`src/rtl/vga_pkg.sv`:
```
// Shared VGA timing, text geometry and clear-engine types.
// The clear-engine enum is only referenced when VGA_TEXT_CLR_EN is defined.
package vga_pkg;

  localparam int H_ACTIVE = 640;
  localparam int H_FRONT  = 16;
  localparam int H_SYNC   = 96;
  localparam int H_BACK   = 48;
  localparam int H_TOTAL  = 800;

  localparam int V_ACTIVE = 480;
  localparam int V_FRONT  = 10;
  localparam int V_SYNC   = 2;
  localparam int V_BACK   = 33;
  localparam int V_TOTAL  = 525;

  localparam int TEXT_COLS = 80;
  localparam int TEXT_ROWS = 30;
  localparam int CHAR_W    = 8;
  localparam int CHAR_H    = 16;

  localparam logic [7:0] BLANK_CHAR = 8'h20;

  typedef enum logic {
    CLR_IDLE,
    CLR_CLEAR
  } clr_state_t;

endpackage

```
`src/rtl/vga_text_clr.sv`:
```
// Clear-screen engine: walks every cell once, yielding to fetch slots.
// Compiled only when VGA_TEXT_CLR_EN is defined.
`ifdef VGA_TEXT_CLR_EN
module vga_text_clr #(
  parameter int CELLS = vga_pkg::TEXT_COLS * vga_pkg::TEXT_ROWS
) (
  input  logic        clk_vga,
  input  logic        reset_n,
  input  logic        clr_req,
  input  logic        stall,
  output logic        clr_busy,
  output logic        clr_we,
  output logic [11:0] clr_addr
);
  import vga_pkg::*;

  localparam logic [11:0] LAST = 12'(CELLS - 1);

  clr_state_t  state;
  logic [11:0] cnt;

  assign clr_we   = (state == CLR_CLEAR) && !stall;
  assign clr_addr = cnt;

  // busy stays up through the cycle that carries the final write
  always_ff @(posedge clk_vga or negedge reset_n) begin
    if (!reset_n) begin
      state    <= CLR_IDLE;
      cnt      <= '0;
      clr_busy <= 1'b0;
    end else begin
      unique case (state)
        CLR_IDLE: begin
          cnt      <= '0;
          clr_busy <= clr_req;
          if (clr_req)
            state <= CLR_CLEAR;
        end
        CLR_CLEAR: begin
          clr_busy <= 1'b1;
          if (!stall) begin
            if (cnt == LAST) begin
              cnt   <= '0;
              state <= CLR_IDLE;
            end else begin
              cnt <= cnt + 12'd1;
            end
          end
        end
        default: state <= CLR_IDLE;
      endcase
    end
  end

endmodule
`endif

```
`src/rtl/vga_text_sched.sv`:
```
// Char-RAM scheduler: scan-out fetches, host writes and optional clear.
// Define VGA_TEXT_CLR_EN to build in the clear-screen engine.
module vga_text_sched #(
  parameter int         TEXT_COLS  = vga_pkg::TEXT_COLS,
  parameter int         TEXT_ROWS  = vga_pkg::TEXT_ROWS,
  parameter logic [7:0] BLANK_CHAR = vga_pkg::BLANK_CHAR
) (
  input  logic        clk_vga,
  input  logic        reset_n,
  input  logic [9:0]  h_count,
  input  logic [9:0]  v_count,
  input  logic        wr_valid,
  output logic        wr_ready,
  input  logic [11:0] wr_addr,
  input  logic [7:0]  wr_data,
  output logic        wr_err,
  input  logic        clr_req,
  output logic        clr_busy,
  output logic [11:0] ram_addr,
  output logic        ram_we,
  output logic [7:0]  ram_wdata,
  input  logic [7:0]  ram_rdata,
  output logic [7:0]  char_code
);
  import vga_pkg::*;

  localparam int          CELLS     = TEXT_COLS * TEXT_ROWS;
  localparam logic [9:0]  H_LAST    = 10'(H_ACTIVE - 2 * CHAR_W);
  localparam logic [9:0]  H_WRAP    = 10'(H_TOTAL - CHAR_W);
  localparam logic [9:0]  V_LAST    = 10'(V_TOTAL - 1);
  localparam logic [9:0]  V_ACT     = 10'(V_ACTIVE);
  localparam logic [11:0] CELLS_LIM = 12'(CELLS);

  logic        slot_in;
  logic        slot_wrap;
  logic        slot_vld;
  logic [9:0]  line;
  logic [6:0]  col;
  logic [11:0] fetch_addr;
  logic        wr_acc;
  logic        wr_oor;
  logic        clr_we;
  logic [11:0] clr_addr;
  logic        fetch_q;
  logic        rd_q;
  logic        cap_vld;
  logic [7:0]  cap;

  // Each slot prefetches the next cell; h=792 fetches col 0 of next line
  always_comb begin
    slot_in   = (h_count[2:0] == 3'd0) && (h_count <= H_LAST);
    slot_wrap = (h_count == H_WRAP);
    col       = 7'd0;
    line      = v_count;
    if (slot_wrap)
      line = (v_count == V_LAST) ? 10'd0 : v_count + 10'd1;
    else
      col = h_count[9:3] + 7'd1;
    slot_vld   = (slot_in || slot_wrap) && (line < V_ACT);
    fetch_addr = 12'(line[8:4]) * 12'(TEXT_COLS) + 12'(col);
  end

  assign wr_ready = !slot_vld && !clr_busy;
  assign wr_acc   = wr_valid && wr_ready;
  assign wr_oor   = wr_addr >= CELLS_LIM;

`ifdef VGA_TEXT_CLR_EN
  vga_text_clr #(
    .CELLS(CELLS)
  ) u_clr (
    .clk_vga  (clk_vga),
    .reset_n  (reset_n),
    .clr_req  (clr_req),
    .stall    (slot_vld),
    .clr_busy (clr_busy),
    .clr_we   (clr_we),
    .clr_addr (clr_addr)
  );
`else
  logic unused_clr_req;
  assign unused_clr_req = clr_req;
  assign clr_busy       = 1'b0;
  assign clr_we         = 1'b0;
  assign clr_addr       = '0;
`endif

  always_ff @(posedge clk_vga or negedge reset_n) begin
    if (!reset_n) begin
      ram_addr  <= '0;
      ram_we    <= 1'b0;
      ram_wdata <= '0;
      wr_err    <= 1'b0;
      char_code <= '0;
      fetch_q   <= 1'b0;
      rd_q      <= 1'b0;
      cap_vld   <= 1'b0;
      cap       <= '0;
    end else begin
      ram_we <= 1'b0;
      wr_err <= 1'b0;
      unique case (1'b1)
        slot_vld: ram_addr <= fetch_addr;
        wr_acc: begin
          if (wr_oor) begin
            wr_err <= 1'b1;
          end else begin
            ram_we    <= 1'b1;
            ram_addr  <= wr_addr;
            ram_wdata <= wr_data;
          end
        end
        clr_we: begin
          ram_we    <= 1'b1;
          ram_addr  <= clr_addr;
          ram_wdata <= BLANK_CHAR;
        end
        default: ;
      endcase
      fetch_q <= slot_vld;
      rd_q    <= fetch_q;
      // code waits in cap until the last pixel of the previous cell
      if (rd_q) begin
        cap     <= ram_rdata;
        cap_vld <= 1'b1;
      end else if (cap_vld && h_count[2:0] == 3'd7) begin
        char_code <= cap;
        cap_vld   <= 1'b0;
      end
    end
  end

endmodule

```
`config.mk`:
```
export PLATFORM = sky130hd
export DESIGN_NAME = vga_text_sched
export DESIGN_NICKNAME = d
export VERILOG_FILES = /design/src/rtl/vga_pkg.sv /design/src/rtl/vga_text_clr.sv /design/src/rtl/vga_text_sched.sv
export SDC_FILE = /design/constraint.sdc
export NUM_CORES = 1
export LEC_CHECK = 0
export ABC_CLOCK_PERIOD_IN_PS = 2100
export CORE_ASPECT_RATIO = 1.1
export CORE_MARGIN = 1
export CORE_UTILIZATION = 24
export DETAILED_ROUTE_END_ITERATION = 10
export RECOVER_POWER = 25
export SLEW_MARGIN = 10
export SYNTH_ARGS = -nofsm -noshare
export SYNTH_HDL_FRONTEND = slang
export SYNTH_HIERARCHICAL = 1
export SYNTH_SLANG_ARGS = --single-unit
```
`constraint.sdc`:
```
create_clock -name clk_vga -period 2.1 [get_ports clk_vga]
set_input_delay 0.21 -clock clk_vga [delete_from_list [all_inputs] [get_ports clk_vga]]
set_output_delay 0.21 -clock clk_vga [all_outputs]
set_load 0.05 [all_outputs]
```
### Word-level counts from Yosys, hierarchy flattened

Index checks and enable logic that the tools add are counted.

* word-level logic and storage cells: 45
* register bits after elaboration: 41
* output and inout bits: 32
* input port bits: 52

* multiply operators: 1
* add/subtract/negate cells: 3
* bitwise operators: 2
* equality and inequality tests: 4
* mux-type cells: 11
* $lt $le $gt $ge: 3
* reductions and logical operators: 12

Operator list (count)
* 12-bit case mux with 2 select lines: 1
* 10-bit == test (second input constant): 2
* 10-bit 2-to-1 mux: 2
* 12-bit by 7-bit adder with 12-bit output: 1
* 12-bit >= comparator (second input constant): 1
* 12-bit 2-to-1 mux: 1
* 10-bit by 1-bit adder with 10-bit output (second input constant): 1
* 10-bit less-or-equal comparator (second input constant): 1
* 10-bit by 9-bit less-than comparator with 1-bit output (second input constant): 1
* 5-bit by 3-bit multiplier with 8-bit output (second input constant): 1
* 7-bit by 1-bit adder with 7-bit output (second input constant): 1
* 7-bit 2-to-1 mux: 1
* 1-bit 2-to-1 mux: 6
* 2-bit AND reduction: 3
* 1-bit logical AND: 4
* 2-bit nonzero test: 2
* 3-bit == test (second input constant): 1
* 3-bit zero test: 1
* 2-bit != test (second input constant): 1
* 1-bit inverter: 2
* 1-bit zero test: 1
* 1-bit logical OR: 1

### Depth between registers and ports, before layout

Gate-level depths: netlist of run 1.

* depth in word-level cells: 9
* depth in mapped cells: 15
* mapped depth without buffers: 14

### Worst setup path after synthesis of run 1

Ideal clock, no wire load.

* path kind: in2reg
* start: in h_count[0]
* end: reg ram_addr[10]
* setup time: 127 ps
* arrival: 3281 ps
* data required time: 1973 ps
* path buffers: 0
* stages on the path: 12
* setup slack: -1308 ps
* cell sequence: or3_4 -> nor4_4 -> nand3_1 -> mux2_2 -> ha_1 -> ha_1 -> fa_1 -> o211ai_1 -> mux2_2 -> o22ai_1 -> xor2_1 -> mux2i_1

* longest elaborated chain between the ends: 8
* elaborated cells between the ends (all ways): 17
* those cells by class: 1 x add/sub; 1 x mul; 2 x order compare; 2 x eq/ne; 3 x mux; 8 x reduce/logical

Ends and longest elaborated chain
* start: declaration: line vga_text_sched.sv:10 `input logic [9:0] h_count,`
* branches (longest 8 deep; another with 12-bit by 7-bit adder with 12-bit output)
* end signal: assignment: line vga_text_sched.sv:102 `slot_vld: ram_addr <= fetch_addr;`
* end signal: assignment: line vga_text_sched.sv:108 `ram_addr <= wr_addr;`
* end signal: assignment: line vga_text_sched.sv:114 `ram_addr <= clr_addr;`
* end: declaration: line vga_text_sched.sv:19 `output logic [11:0] ram_addr,`

Several ways; the timed one is not identified.
A chain may end at the register's enable or synchronous reset.

### Final worst setup path of run 1

Ends and elaborated chain as after synthesis.

==> metrics.txt, run 1 <==
number of warnings issued by yosys=6; Peak VDD IR=~310 µV; FF+latch count, synth=between 40 and 50; share of the synthesized area in the top cell type=42.3%; number of buffers between clock root and the deepest sink=2; Core Region=9840 µm²; setup TNS=-6790 ps; number of nets with antenna violations after routing=0; power density relative to cell area=695 nW/µm²; DRC violations left=16; number of port buffers=81; post-detailed-route via-to-cell ratio=4.45; global-route usage over all layers=12.8%; die area=10500 µm²; arrival time worst endpoint=3330 ps; slowest CP cell=sky130_fd_sc_hd__or4_4; setup slack after layout=-1050 ps; Worst Path Max Fanout=3; Starting Density=24.6%; post-DR wirelength/cell=13.3 µm; EDFF count, synth=0; area delta synth->final=78.6%; drt pass-1 iters=7; number of CTS-inserted buffers=5; vias in the first global route=2369; Post-Syn Instances=211; Nets=430; placed wire-length estimate after detailed placement=between 4000 and 5000 µm; initial detailed-routing violation count=42; number of unique standard cell types used by synthesis=43; violations in the final reports=design-rule violations, negative setup slack; Inserted Diodes=0; clock latency on the worst-skew pair=280 ps; DR vias=2173; required arrival time at the worst endpoint=2270 ps; critical path endpoint category=flop; post-placement setup slack=-1660 ps; total count of hold-check failures in the final report=0; wire length reported by the detailed router=6480 µm; first-pass GRT wire length=10800 µm; max incr delay on CP=530 ps; buffer cell driving the clock tree root=sky130_fd_sc_hd__clkbuf_8; H-Tree Level Count=2; layout cells sized above 1=39.4%; number of slew-limit violations in the final report=0; endpoints failing setup=22; max_slew headroom=49.6%; total number of placement rows=38; I/O pin total=84; Post-Syn Area per Cell=11.5 µm²; design area=between 4000 and 5000 µm²; leftover overflow at the end of global routing=0; Setup crit start kind=input port; TritonCTS clock tree=yes; area after detailed placement=about 3800 µm²; Synth area leader=sky130_fd_sc_hd__dfrtp_1; outcome=finished with violations; top post-synthesis cells by area=sky130_fd_sc_hd__dfrtp_1 42%, sky130_fd_sc_hd__mux2_2 13%, sky130_fd_sc_hd__mux2i_1 9.5%, sky130_fd_sc_hd__ha_1 4.6%, sky130_fd_sc_hd__xor2_1 3.3%; Synth Net Count=274; leakage power of the design=~0.002 µW; clk slew on worst S/H paths=~80 ps; crit-path cells=buf_6 > or3_4 > buf_6 > or4_4 > o31ai_2 > buf_4 > ha_4 > ha_4 > fa_1 > o211ai_1 > mux2_4 > o22ai_2 > xor2_1 > mux2i_1; number of clock sinks=41; final worst clock skew=6.80 ps; Die Span Y=107 µm; final clock period utilization by the worst path=150%; sequential cell area fraction in the yosys report=42.3%; min cycle time layout=3150 ps; Maximum Capacitance Violations=0; Hold Crit Class=input port to flop; pin count of the biggest net entering global routing=16; top flip-flop cell by instance count after synthesis=sky130_fd_sc_hd__dfrtp_1; Fmax achieved=317 MHz; startpoint-to-endpoint class of the critical path=input port to flop; Worst Max-Slew Pin Slew=756 ps; total standard cell area after synthesis=2420 µm²; share of synthesized flip-flops with an asynchronous set or reset=100%; setup repair after global routing missed its margin=yes; die boundary width=97.8 µm; Final Wtd Congestion=0.716; antenna violations before repair=0
## cell type report
class	count	area, µm²
tap	120	150
inverter	10	37.5
clock buffer	6	72.6
sequential	41	1030
timing repair buffer	155	1460
clock inverter	2	10.0
fill	930	5510
multi-input combinational	154	1570
## cell usage after synthesis, types with 2 or more instances
library cell	count
sky130_fd_sc_hd__a21oi_1	6
sky130_fd_sc_hd__and3_1	2
sky130_fd_sc_hd__and4_1	2
sky130_fd_sc_hd__clkbuf_1	4
sky130_fd_sc_hd__dfrtp_1	41
sky130_fd_sc_hd__fa_1	2
sky130_fd_sc_hd__ha_1	9
sky130_fd_sc_hd__inv_1	10
sky130_fd_sc_hd__mux2_2	29
sky130_fd_sc_hd__mux2i_1	23
sky130_fd_sc_hd__nand2_1	10
sky130_fd_sc_hd__nand3_1	10
sky130_fd_sc_hd__nand4_1	2
sky130_fd_sc_hd__nand4b_1	2
sky130_fd_sc_hd__nor2_1	9
sky130_fd_sc_hd__nor2b_1	3
sky130_fd_sc_hd__o21ai_0	7
sky130_fd_sc_hd__o31ai_1	2
sky130_fd_sc_hd__or4_1	2
sky130_fd_sc_hd__xnor2_1	5
sky130_fd_sc_hd__xor2_1	9
## cells by family (layout without fill, tap and decap cells)
kind of cell	Yosys count	after routing	synth area share (%)
XOR/XNOR	15	15	5.73
AO/OA/AOI/OAI	24	24	6.91
other	1	1	0.155
AND/OR/NAND/NOR	51	51	12.7
flip-flops	41	41	42.3
buffers and inverters	16	173	2.94
multiplexers	52	52	23.0
adder cells (fa/ha/maj)	11	11	6.30
## layer usage
layer	vias up	GRT usage (%)	wire length, µm
li1	1069	-	-
met1	1043	14.4	2670
met2	56	24.5	3540
met3	5	1.49	197
met4	0	4.87	79
met5	-	0	0
## timing repair
item	4_1_cts	5_1_grt
hold endpoints to repair	13	0
endpoints found under the setup margin	24	23
pin swaps	25	22
resized for setup	59	38
hold buffers	1	0
gates cloned	1	0
buffers inserted	10	11
## metrics by stage
step | util (%) | total power [µW] | std cells | hold WS, ps
floorplan | - | 1890 | 211 | -85.6
global placement | 38.9 | 2430 | 460 | 119
detailed placement | 38.9 | 2460 | 460 | 121
CTS | 42.1 | 3010 | 480 | 264
global route | 44.0 | 3180 | 488 | 274
finish | 44.0 | 3010 | 488 | 256
## cells in the final DEF, fill, tap and decap left out, types with 9 or more instances in the layout
cell type,count
sky130_fd_sc_hd__clkdlybuf4s50_1,61
sky130_fd_sc_hd__nand3_1,9
sky130_fd_sc_hd__mux2_4,11
sky130_fd_sc_hd__mux2_2,18
sky130_fd_sc_hd__buf_4,56
sky130_fd_sc_hd__dfrtp_1,41
sky130_fd_sc_hd__nand2_1,9
sky130_fd_sc_hd__mux2i_1,23
sky130_fd_sc_hd__buf_6,11
## worst max-delay path: cells and delay by family
kind	cells	cell delay (ps)
AOI/OAI and AO/OA	3	500
xor gates and xnor gates	1	160
adders and majority gates	3	690
buffers and inverters	3	400
muxes	2	420
and+or+nand+nor	2	940
## power by group
| group | switching, µW | leakage, µW | internal, µW |
|---|---|---|---|
| clock | 254 | 0.0000450 | 230 |
| sequential | 85.1 | 0.000502 | 966 |
| combinational | 818 | 0.00150 | 657 |
## flip-flops by register name, summed over array words and instances (netlist names)
name / cells
wr_err: 1
fetch_q: 1
rd_q: 1
cap: 8
ram_addr: 12
ram_wdata: 8
ram_we: 1
char_code: 8
cap_vld: 1
## worst paths after layout
| check | from | end | slack [ps] | depth (start not counted) |
|---|---|---|---|---|
| max reg2reg | rd_q | cap[6] | 810 | 2 |
| max | h_count[0] | ram_addr[10] | -1050 | 14 |
| min in group asynchronous | reset_n | char_code[2] | 510 | 2 |
| max in group asynchronous | reset_n | cap[0] | 520 | 3 |
| min reg2reg | fetch_q | rd_q | 360 | 0 |
| min | h_count[0] | cap_vld | 260 | 3 |
Power figures use the tool's default switching activity.
==> inputs of run 2 (changes only) <==
--- a/config.mk
+++ b/config.mk
@@ -5,13 +5,11 @@
 export SDC_FILE = /design/constraint.sdc
 export NUM_CORES = 1
 export LEC_CHECK = 0
-export ABC_CLOCK_PERIOD_IN_PS = 2100
 export CORE_ASPECT_RATIO = 1.1
 export CORE_MARGIN = 1
 export CORE_UTILIZATION = 24
 export DETAILED_ROUTE_END_ITERATION = 10
 export RECOVER_POWER = 25
-export SLEW_MARGIN = 10
 export SYNTH_ARGS = -nofsm -noshare
 export SYNTH_HDL_FRONTEND = slang
 export SYNTH_HIERARCHICAL = 1
==> results of run 2 <==
Same layout as run 1: the final DEF is identical, and so are final timing and power.
